### src/rtl/mem_wb_stage.sv
// mem_wb_stage: MEM/WB pipeline register of the five-stage MIPS core.
// Captures the MEM-stage bundle each advancing cycle and, from the registered
// copy only, extracts load bytes/halfwords and selects the register-file write
// data, forwarding qualifier and W-stage Tnew.
//
// Ports:
//   clk, clr (sync active-high reset), en (advance), flush (bubble, below clr)
//   *_m inputs : instruction, PC+8, ALU result/address, raw DM word, dest reg,
//                write enable, load type, writeback select, Tnew
//   *_w outputs: instr_w, pc8_w, wa_w, rf_we_w (gated for $0), wd_w
//                (combinational from registers), tnew_w, fwd_ok_w
//
// Optional feature: define WB_TRACE_EN to print a register-write trace line on
// every rising edge where rf_we_w=1 and clr=0.
module mem_wb_stage #(
  parameter int unsigned     DW        = 32,
  parameter logic [DW-1:0]   RESET_PC8 = 32'h0000_3008
) (
  input  logic          clk,
  input  logic          clr,
  input  logic          en,
  input  logic          flush,
  input  logic [DW-1:0] instr_m,
  input  logic [DW-1:0] pc8_m,
  input  logic [DW-1:0] alu_m,
  input  logic [DW-1:0] dr_m,
  input  logic [4:0]    wa_m,
  input  logic          rf_we_m,
  input  logic [2:0]    ld_type_m,
  input  logic [1:0]    wd_sel_m,
  input  logic [1:0]    tnew_m,
  output logic [DW-1:0] instr_w,
  output logic [DW-1:0] pc8_w,
  output logic [4:0]    wa_w,
  output logic          rf_we_w,
  output logic [DW-1:0] wd_w,
  output logic [1:0]    tnew_w,
  output logic          fwd_ok_w
);

  localparam logic [2:0] LD_LBU = 3'd1;
  localparam logic [2:0] LD_LB  = 3'd2;
  localparam logic [2:0] LD_LHU = 3'd3;
  localparam logic [2:0] LD_LH  = 3'd4;

  logic [DW-1:0] instr_q, instr_d;
  logic [DW-1:0] pc8_q,   pc8_d;
  logic [DW-1:0] alu_q,   alu_d;
  logic [DW-1:0] dr_q,    dr_d;
  logic [4:0]    wa_q,    wa_d;
  logic          rf_we_q, rf_we_d;
  logic [2:0]    ld_type_q, ld_type_d;
  logic [1:0]    wd_sel_q,  wd_sel_d;
  logic [1:0]    tnew_q,    tnew_d;

  // Next-state: flush bubbles, en captures (Tnew ages by one, saturating), else hold.
  always_comb begin
    instr_d   = instr_q;
    pc8_d     = pc8_q;
    alu_d     = alu_q;
    dr_d      = dr_q;
    wa_d      = wa_q;
    rf_we_d   = rf_we_q;
    ld_type_d = ld_type_q;
    wd_sel_d  = wd_sel_q;
    tnew_d    = tnew_q;
    if (flush) begin
      instr_d   = '0;
      pc8_d     = RESET_PC8;
      alu_d     = '0;
      dr_d      = '0;
      wa_d      = '0;
      rf_we_d   = 1'b0;
      ld_type_d = '0;
      wd_sel_d  = '0;
      tnew_d    = '0;
    end else if (en) begin
      instr_d   = instr_m;
      pc8_d     = pc8_m;
      alu_d     = alu_m;
      dr_d      = dr_m;
      wa_d      = wa_m;
      rf_we_d   = rf_we_m;
      ld_type_d = ld_type_m;
      wd_sel_d  = wd_sel_m;
      tnew_d    = (tnew_m == 2'd0) ? 2'd0 : 2'(tnew_m - 2'd1);
    end
  end

  // State registers with synchronous clear.
  always_ff @(posedge clk) begin
    if (clr) begin
      instr_q   <= '0;
      pc8_q     <= RESET_PC8;
      alu_q     <= '0;
      dr_q      <= '0;
      wa_q      <= '0;
      rf_we_q   <= 1'b0;
      ld_type_q <= '0;
      wd_sel_q  <= '0;
      tnew_q    <= '0;
    end else begin
      instr_q   <= instr_d;
      pc8_q     <= pc8_d;
      alu_q     <= alu_d;
      dr_q      <= dr_d;
      wa_q      <= wa_d;
      rf_we_q   <= rf_we_d;
      ld_type_q <= ld_type_d;
      wd_sel_q  <= wd_sel_d;
      tnew_q    <= tnew_d;
    end
  end

  // Load extraction, little-endian; low address bits beyond the access size are ignored.
  logic [7:0]    ld_byte;
  logic [15:0]   ld_half;
  logic [DW-1:0] ld_val;

  always_comb begin
    ld_byte = 8'h00;
    ld_half = alu_q[1] ? dr_q[31:16] : dr_q[15:0];
    ld_val  = dr_q;
    case (alu_q[1:0])
      2'd0:    ld_byte = dr_q[7:0];
      2'd1:    ld_byte = dr_q[15:8];
      2'd2:    ld_byte = dr_q[23:16];
      default: ld_byte = dr_q[31:24];
    endcase
    case (ld_type_q)
      LD_LBU:  ld_val = {24'h000000, ld_byte};
      LD_LB:   ld_val = {{24{ld_byte[7]}}, ld_byte};
      LD_LHU:  ld_val = {16'h0000, ld_half};
      LD_LH:   ld_val = {{16{ld_half[15]}}, ld_half};
      default: ld_val = dr_q;
    endcase
  end

  // Writeback source select.
  always_comb begin
    wd_w = '0;
    case (wd_sel_q)
      2'd0:    wd_w = alu_q;
      2'd1:    wd_w = ld_val;
      2'd2:    wd_w = pc8_q;
      default: wd_w = '0;
    endcase
  end

  // $0 is never written nor forwarded.
  assign instr_w  = instr_q;
  assign pc8_w    = pc8_q;
  assign wa_w     = wa_q;
  assign rf_we_w  = rf_we_q & (wa_q != 5'd0);
  assign tnew_w   = tnew_q;
  assign fwd_ok_w = rf_we_w & (tnew_q == 2'd0);

`ifdef WB_TRACE_EN
  // Register-write trace line for the grading log.
  always @(posedge clk) begin
    if (rf_we_w && !clr)
      $display("%d@%h: $%d <= %h", $time, pc8_w - 32'd8, wa_w, wd_w);
  end
`else
`endif

endmodule

### config.mk
export PLATFORM = sky130hd
export DESIGN_NAME = mem_wb_stage
export DESIGN_NICKNAME = d
export VERILOG_FILES = /design/src/rtl/mem_wb_stage.sv
export SDC_FILE = /design/constraint.sdc
export NUM_CORES = 1
export LEC_CHECK = 0
export ABC_AREA = 1
export CAP_MARGIN = 5
export CORE_AREA = 10 10 127 129
export DETAILED_ROUTE_END_ITERATION = 6
export DIE_AREA = 0 0 137 139
export PLACE_DENSITY = 0.86
export SYNTH_ARGS = -nofsm -noshare
export SYNTH_HDL_FRONTEND = slang
export SYNTH_SLANG_ARGS = --single-unit
export TNS_END_PERCENT = 30
### constraint.sdc
create_clock -name clk -period 2.85 [get_ports clk]
set_clock_uncertainty 0.15 [all_clocks]
set_input_delay 0.285 -clock clk [delete_from_list [all_inputs] [get_ports clk]]
set_output_delay 0.285 -clock clk [all_outputs]
set_load 0.01 [all_outputs]
# [Word-level counts from Yosys, hierarchy flattened]
# Cells that the tools add are included.
[op_classes] bitwise_logic=2 add_sub_neg=1 n_eq_ne=8 muxes=5 n_reduce_logical=6
[ops] cell="$pmux W32 S4" count=1
[ops] cell="$pmux W32 S3" count=1
[ops] cell="$pmux W8 S3" count=1
[ops] cell="$mux W16" count=1
[ops] cell="$logic_not A2 Y1" count=4
[ops] cell="$eq A3 B2 Y1 const B" count=2
[ops] cell="$reduce_bool A5 Y1" count=1
[ops] cell="$eq A2 B1 Y1 const B" count=2
[ops] cell="$eq A2 B2 Y1 const B" count=2
[ops] cell="$eq A3 B1 Y1 const B" count=1
[ops] cell="$eq A3 B3 Y1 const B" count=1
[ops] cell="$and A1 B1 Y1" count=2
[ops] cell="$mux W2" count=1
[ops] cell="$reduce_or A2 Y1" count=1
[ops] cell="$sub A2 B1 Y2 const B" count=1
[totals] input_bits=145 word_cells=31 out_inout_bits=105 register_bits=141

# [Depth between registers and ports, before layout]
[depth] ltp_word=4 depth_mapped=10 depth_no_buf=9

# [Least setup slack after synthesis]
# Ideal clock, no wire load.
[synth_timing] path_type="register to output" startpoint="reg alu_q[1]" endpoint="out wd_w[24]" slack_ps=1173 n_path_buf=2 path_stages_with_launch=11 arrival_ps=1242 path_cell_list="dfxtp_1 -> buf_4 -> nand2_1 -> nand2_1 -> o21ai_0 -> nand2_2 -> nand3b_4 -> nand3_4 -> buf_6 -> nand2_1 -> nand2_1"
[synth_via] elab_chain_len=4
[synth_lines] element="start: declaration" line_no="48" text="logic [DW-1:0] alu_q, alu_d;"
[synth_lines] element="start signal: assignment" line_no="105" text="alu_q <= alu_d;"
[synth_lines] element="$eq A2 B2 Y1 (tied with other cells)" line_no="124" text="case (alu_q[1:0])"
[synth_lines] element="$pmux W8 S3" line_no="124"
[synth_lines] element="$pmux W32 S4 *" line_no="130" text="case (ld_type_q)"
[synth_lines] element="$pmux W32 S3 *" line_no="142" text="case (wd_sel_q)"
[synth_lines] element="end: declaration" line_no="36" text="output logic [DW-1:0] wd_w,"
# Mark *: on every way between the ends. The rest lies on a longest branch, timed or not.

# [Worst setup path after layout]
[layout_timing] startpoint="reg ld_type_q[0]" endpoint="out wd_w[16]"
[layout_via] elab_chain_len=3
[layout_lines] element="start: declaration" line_no="52" text="logic [2:0] ld_type_q, ld_type_d;"
[layout_lines] element="start signal: assignment" line_no="109" text="ld_type_q <= ld_type_d;"
[layout_lines] element="$eq A3 B3 Y1 (tied with other cells)" line_no="130"
[layout_lines] element="$pmux W32 S4 *" line_no="130"
[layout_lines] element="$pmux W32 S3 *" line_no="142"
# Marks and branches as above.

==> flow_metrics.py <==
metrics = {
    "drt": {
        "dr.first_iter.drc_count": 711,
        "first_pass_iters": 5,
        "vias": 7234,
        "wirelength_um": 24850,
        "post-route-drc-count": 0,
        "routedWlPerCell_um": 18.18,
        "drtAntennaViolNets": 0,
        "viasPerCell": 5.292,
    },
    "layout": {
        "fillCellCount": 1091,
        "final_nets": 1317,
        "layout_commonest_cell": "nand2_1",
        "final-seq-area_um2": 2833,
        "postLayoutCoreUtil_pct": 71.94,
        "mostFrequentLayoutCells": "358 x nand2_1, 237 x clkdlybuf4s50_1, 162 x a21oi_1",
        "multi_input_area_um2": 3162,
        "area_growth_pct": 53.13,
        "drive_above_1_share_pct": 8.101,
    },
    "floorplanning": {
        "pin_count": 250,
        "rows": 43,
        "core_um2": 13670,
        "initial_core_util_pct": 46.98,
        "dieArea_um2": 19040,
        "chipHeight_um": 139,
        "die_width_um": 137,
    },
    "pwr": {
        "p_sw_w": 0.001293,
        "swShare_pct": 24.80,
        "seqPwrFrac_pct": 40.1,
        "power.density_nw_per_um2": 530.4,
        "vdd_ir_drop_max_v": 0.0003960,
        "intPower_w": 0.003921,
        "pwr-share-comb_pct": 15.2,
        "p_leak_nw": 3.956,
        "power_frac_clock_pct": 44.7,
    },
    "critical_path": {
        "start_kind": "flop",
        "r2r_cells": 2,
        "r2r_slack_ns": 1.91,
        "regToRegEndpoint": "dr_q[10]$_SDFFE_PP0P_",
        "arrival_ns": 2.34,
        "criticalPathCategory": "flop to output port",
        "rr_startpoint": "dr_q[10]$_SDFFE_PP0P_",
        "crit_path_end_kind": "output port",
        "critPathRequiredTime_ns": 2.41,
        "worstPathMaxFanout": 15,
    },
    "cts": {
        "clockRootBuffer": "clkbuf_16",
        "clock_sinks": 141,
        "cts_buffers": 17,
        "clock_path_buffers": 2,
        "cts_tree": "built",
        "clkTransAtPathRegs_ns": 0.06,
        "clk_latency_ns": 0.42,
        "htree_levels": 4,
    },
    "global_route": {
        "grt_pass1_vias": 7015,
        "globalRouteOverflowTotal": 0,
        "grt_antenna_before_repair": 2,
        "track_usage_pct": 25.27,
        "grt_max_degree": 93,
        "grt_pass1_wl_um": 38140,
    },
    "sta": {
        "worst_pin_slew_ns": 0.5155,
        "setup_violations": 0,
        "rsz0062_at_grt": "yes",
        "report.final.slew_viol_count": 0,
        "finalCritPeriodShare_pct": 97.34,
        "finalWorstSetupSlack_ns": 0.07578,
        "min_period_ns": 2.774,
        "fmax_mhz": 360.5,
        "worst_slew_margin_rel_pct": 65.63,
        "hold_viol": 0,
    },
    "flow_run": {
        "drv_cap": 0,
    },
    "synth": {
        "syn_inst": 940,
        "avgSynthCellArea_um2": 6.830,
        "synth_area_um2": 6420,
        "synth_cell_type_count": 25,
        "yosysWarnings": 0,
        "ys_ff_latch": 141,
        "synth_nets": 1085,
        "synth.yosys.seq_area_share_pct": 43.97,
    },
    "min_path": {
        "min_path_type": "input pin to flop",
        "hold_start": "en",
        "worstHoldPathCells": 3,
        "whs_endpoint": "rf_we_q$_SDFFE_PP0P_",
    },
    "placement": {
        "pre_cts_ws_ns": 0.3055,
        "hpwl_um": 17480,
        "io_buffers": 249,
        "gp_congestion": 0.9729,
    },
    "status": {
        "status": "finished clean",
    },
}
==> state kept, by name, indices dropped and copies added, names as in the netlist <==
register / count
alu_q: 32
dr_q: 32
instr_w: 32
ld_type_q: 3
pc8_w: 32
rf_we_q: 1
tnew_w: 2
wa_w: 5
wd_sel_q: 2
==> power groups by stage <==
stage               sequential (W)  combinational (W)  clock, W
floorplan                  0.00213           0.000341         0
global placement           0.00213           0.000743         0
detailed placement         0.00213           0.000748         0
CTS                        0.00209           0.000771   0.00234
global route               0.00210           0.000859   0.00243
finish                     0.00209           0.000793   0.00233
==> cell usage after synthesis <==
| cell | count | area share [%] |
|---|---|---|
| dfxtp_1 | 141 | 44 |
| nand2_2 | 2 | 0.19 |
| nand3b_1 | 1 | 0.12 |
| a22o_1 | 27 | 3.7 |
| nand3_4 | 1 | 0.27 |
| buf_1 | 6 | 0.35 |
| inv_4 | 1 | 0.098 |
| o21ai_0 | 34 | 2.7 |
| inv_2 | 4 | 0.23 |
| buf_4 | 2 | 0.23 |
| buf_6 | 3 | 0.53 |
| a21oi_1 | 164 | 13 |
| nor2_8 | 1 | 0.31 |
| nor2_1 | 34 | 2.0 |
| buf_2 | 9 | 0.70 |
| inv_1 | 54 | 3.2 |
| o211ai_1 | 7 | 0.82 |
| o21a_1 | 2 | 0.23 |
| nand2_4 | 2 | 0.35 |
| clkbuf_1 | 43 | 2.5 |
| nand2_1 | 358 | 21 |
| nand3b_4 | 1 | 0.31 |
| nor3_1 | 2 | 0.16 |
| nor2_2 | 11 | 1.1 |
| nand3_1 | 30 | 2.3 |
==> cell families (layout without fill, tap and decap cells) <==
logic type | after synthesis | after routing | share of synthesized area, %
DFF | 141 | 141 | 43.97
buffers and inverters | 122 | 366 | 7.815
AOI/OAI and AO/OA | 234 | 234 | 20.17
and+or+nand+nor | 443 | 444 | 28.05
other | 0 | 2 | 0
==> routing by layer <==
layer / GRT usage [%] / wire, µm / vias up
li1: - / - / 3513
met1: 28.71 / 9540 / 3332
met2: 42.60 / 12470 / 328
met3: 7.790 / 2082 / 61
met4: 10.38 / 758 / 0
met5: 0 / 0 / -
==> layout make-up <==
cell class,count,share of cell area (%)
multi-input combinational,678,32.16
sequential,141,28.82
timing repair buffer,273,27.77
clock buffer,20,4.544
inverter,59,2.456
tap,180,2.291
clock inverter,12,1.718
timing repair inverter,2,0.1909
antenna,2,0.05091
==> repair_timing <==
action / CTS / global route
setup endpoints to repair: 27 / 31
gates cloned: 2 / 1
pin swaps: 2 / 4
gates resized for setup: 6 / 33
buffers inserted: 7 / 3
hold buffers: 0 / 0
==> stage by stage <==
stage	instance area (µm²)	total power [W]	hold slack (ns)	std cells	TNS [ns]
detailed placement	8994	0.002876	0.3034	1320	0
CTS	9692	0.005199	0.1318	1361	0
finish	9831	0.005214	0.1380	1367	0
global placement	8994	0.002869	0.2970	1320	0
global route	9831	0.005388	0.1533	1367	-0.07405
floorplan	6420	0.002471	0.2614	940	0
==> worst max-delay path: stages (launching register included) <==
cell and delay [ns]:
dfxtp_2 0.35, nor2_4 0.15, nand2_2 0.10, nand2_8 0.15, nor2_8 0.08, buf_4 0.16, inv_8 0.11, nor2_2 0.04
nor2_1 0.10, nand2_1 0.07, nand2_1 0.06, clkdlybuf4s50_1 0.53
==> worst max-delay path by stage <==
stage / start / to / slack, ns / cells past startpoint
6_report: ld_type_q[0]$_SDFFE_PP0P_ / wd_w[16] / 0.08 / 11
5_1_grt: ld_type_q[0]$_SDFFE_PP0P_ / wd_w[17] / -0.02 / 11
4_1_cts: ld_type_q[1]$_SDFFE_PP0P_ / wd_w[2] / 0.02 / 10
3_5_place_dp: ld_type_q[0]$_SDFFE_PP0P_ / wd_w[31] / 0.31 / 9
3_3_place_gp: ld_type_q[0]$_SDFFE_PP0P_ / wd_w[31] / 0.35 / 9
2_1_floorplan: alu_q[1]$_SDFFE_PP0P_ / wd_w[24] / 1.17 / 10
Power figures use the tool's default switching activity.
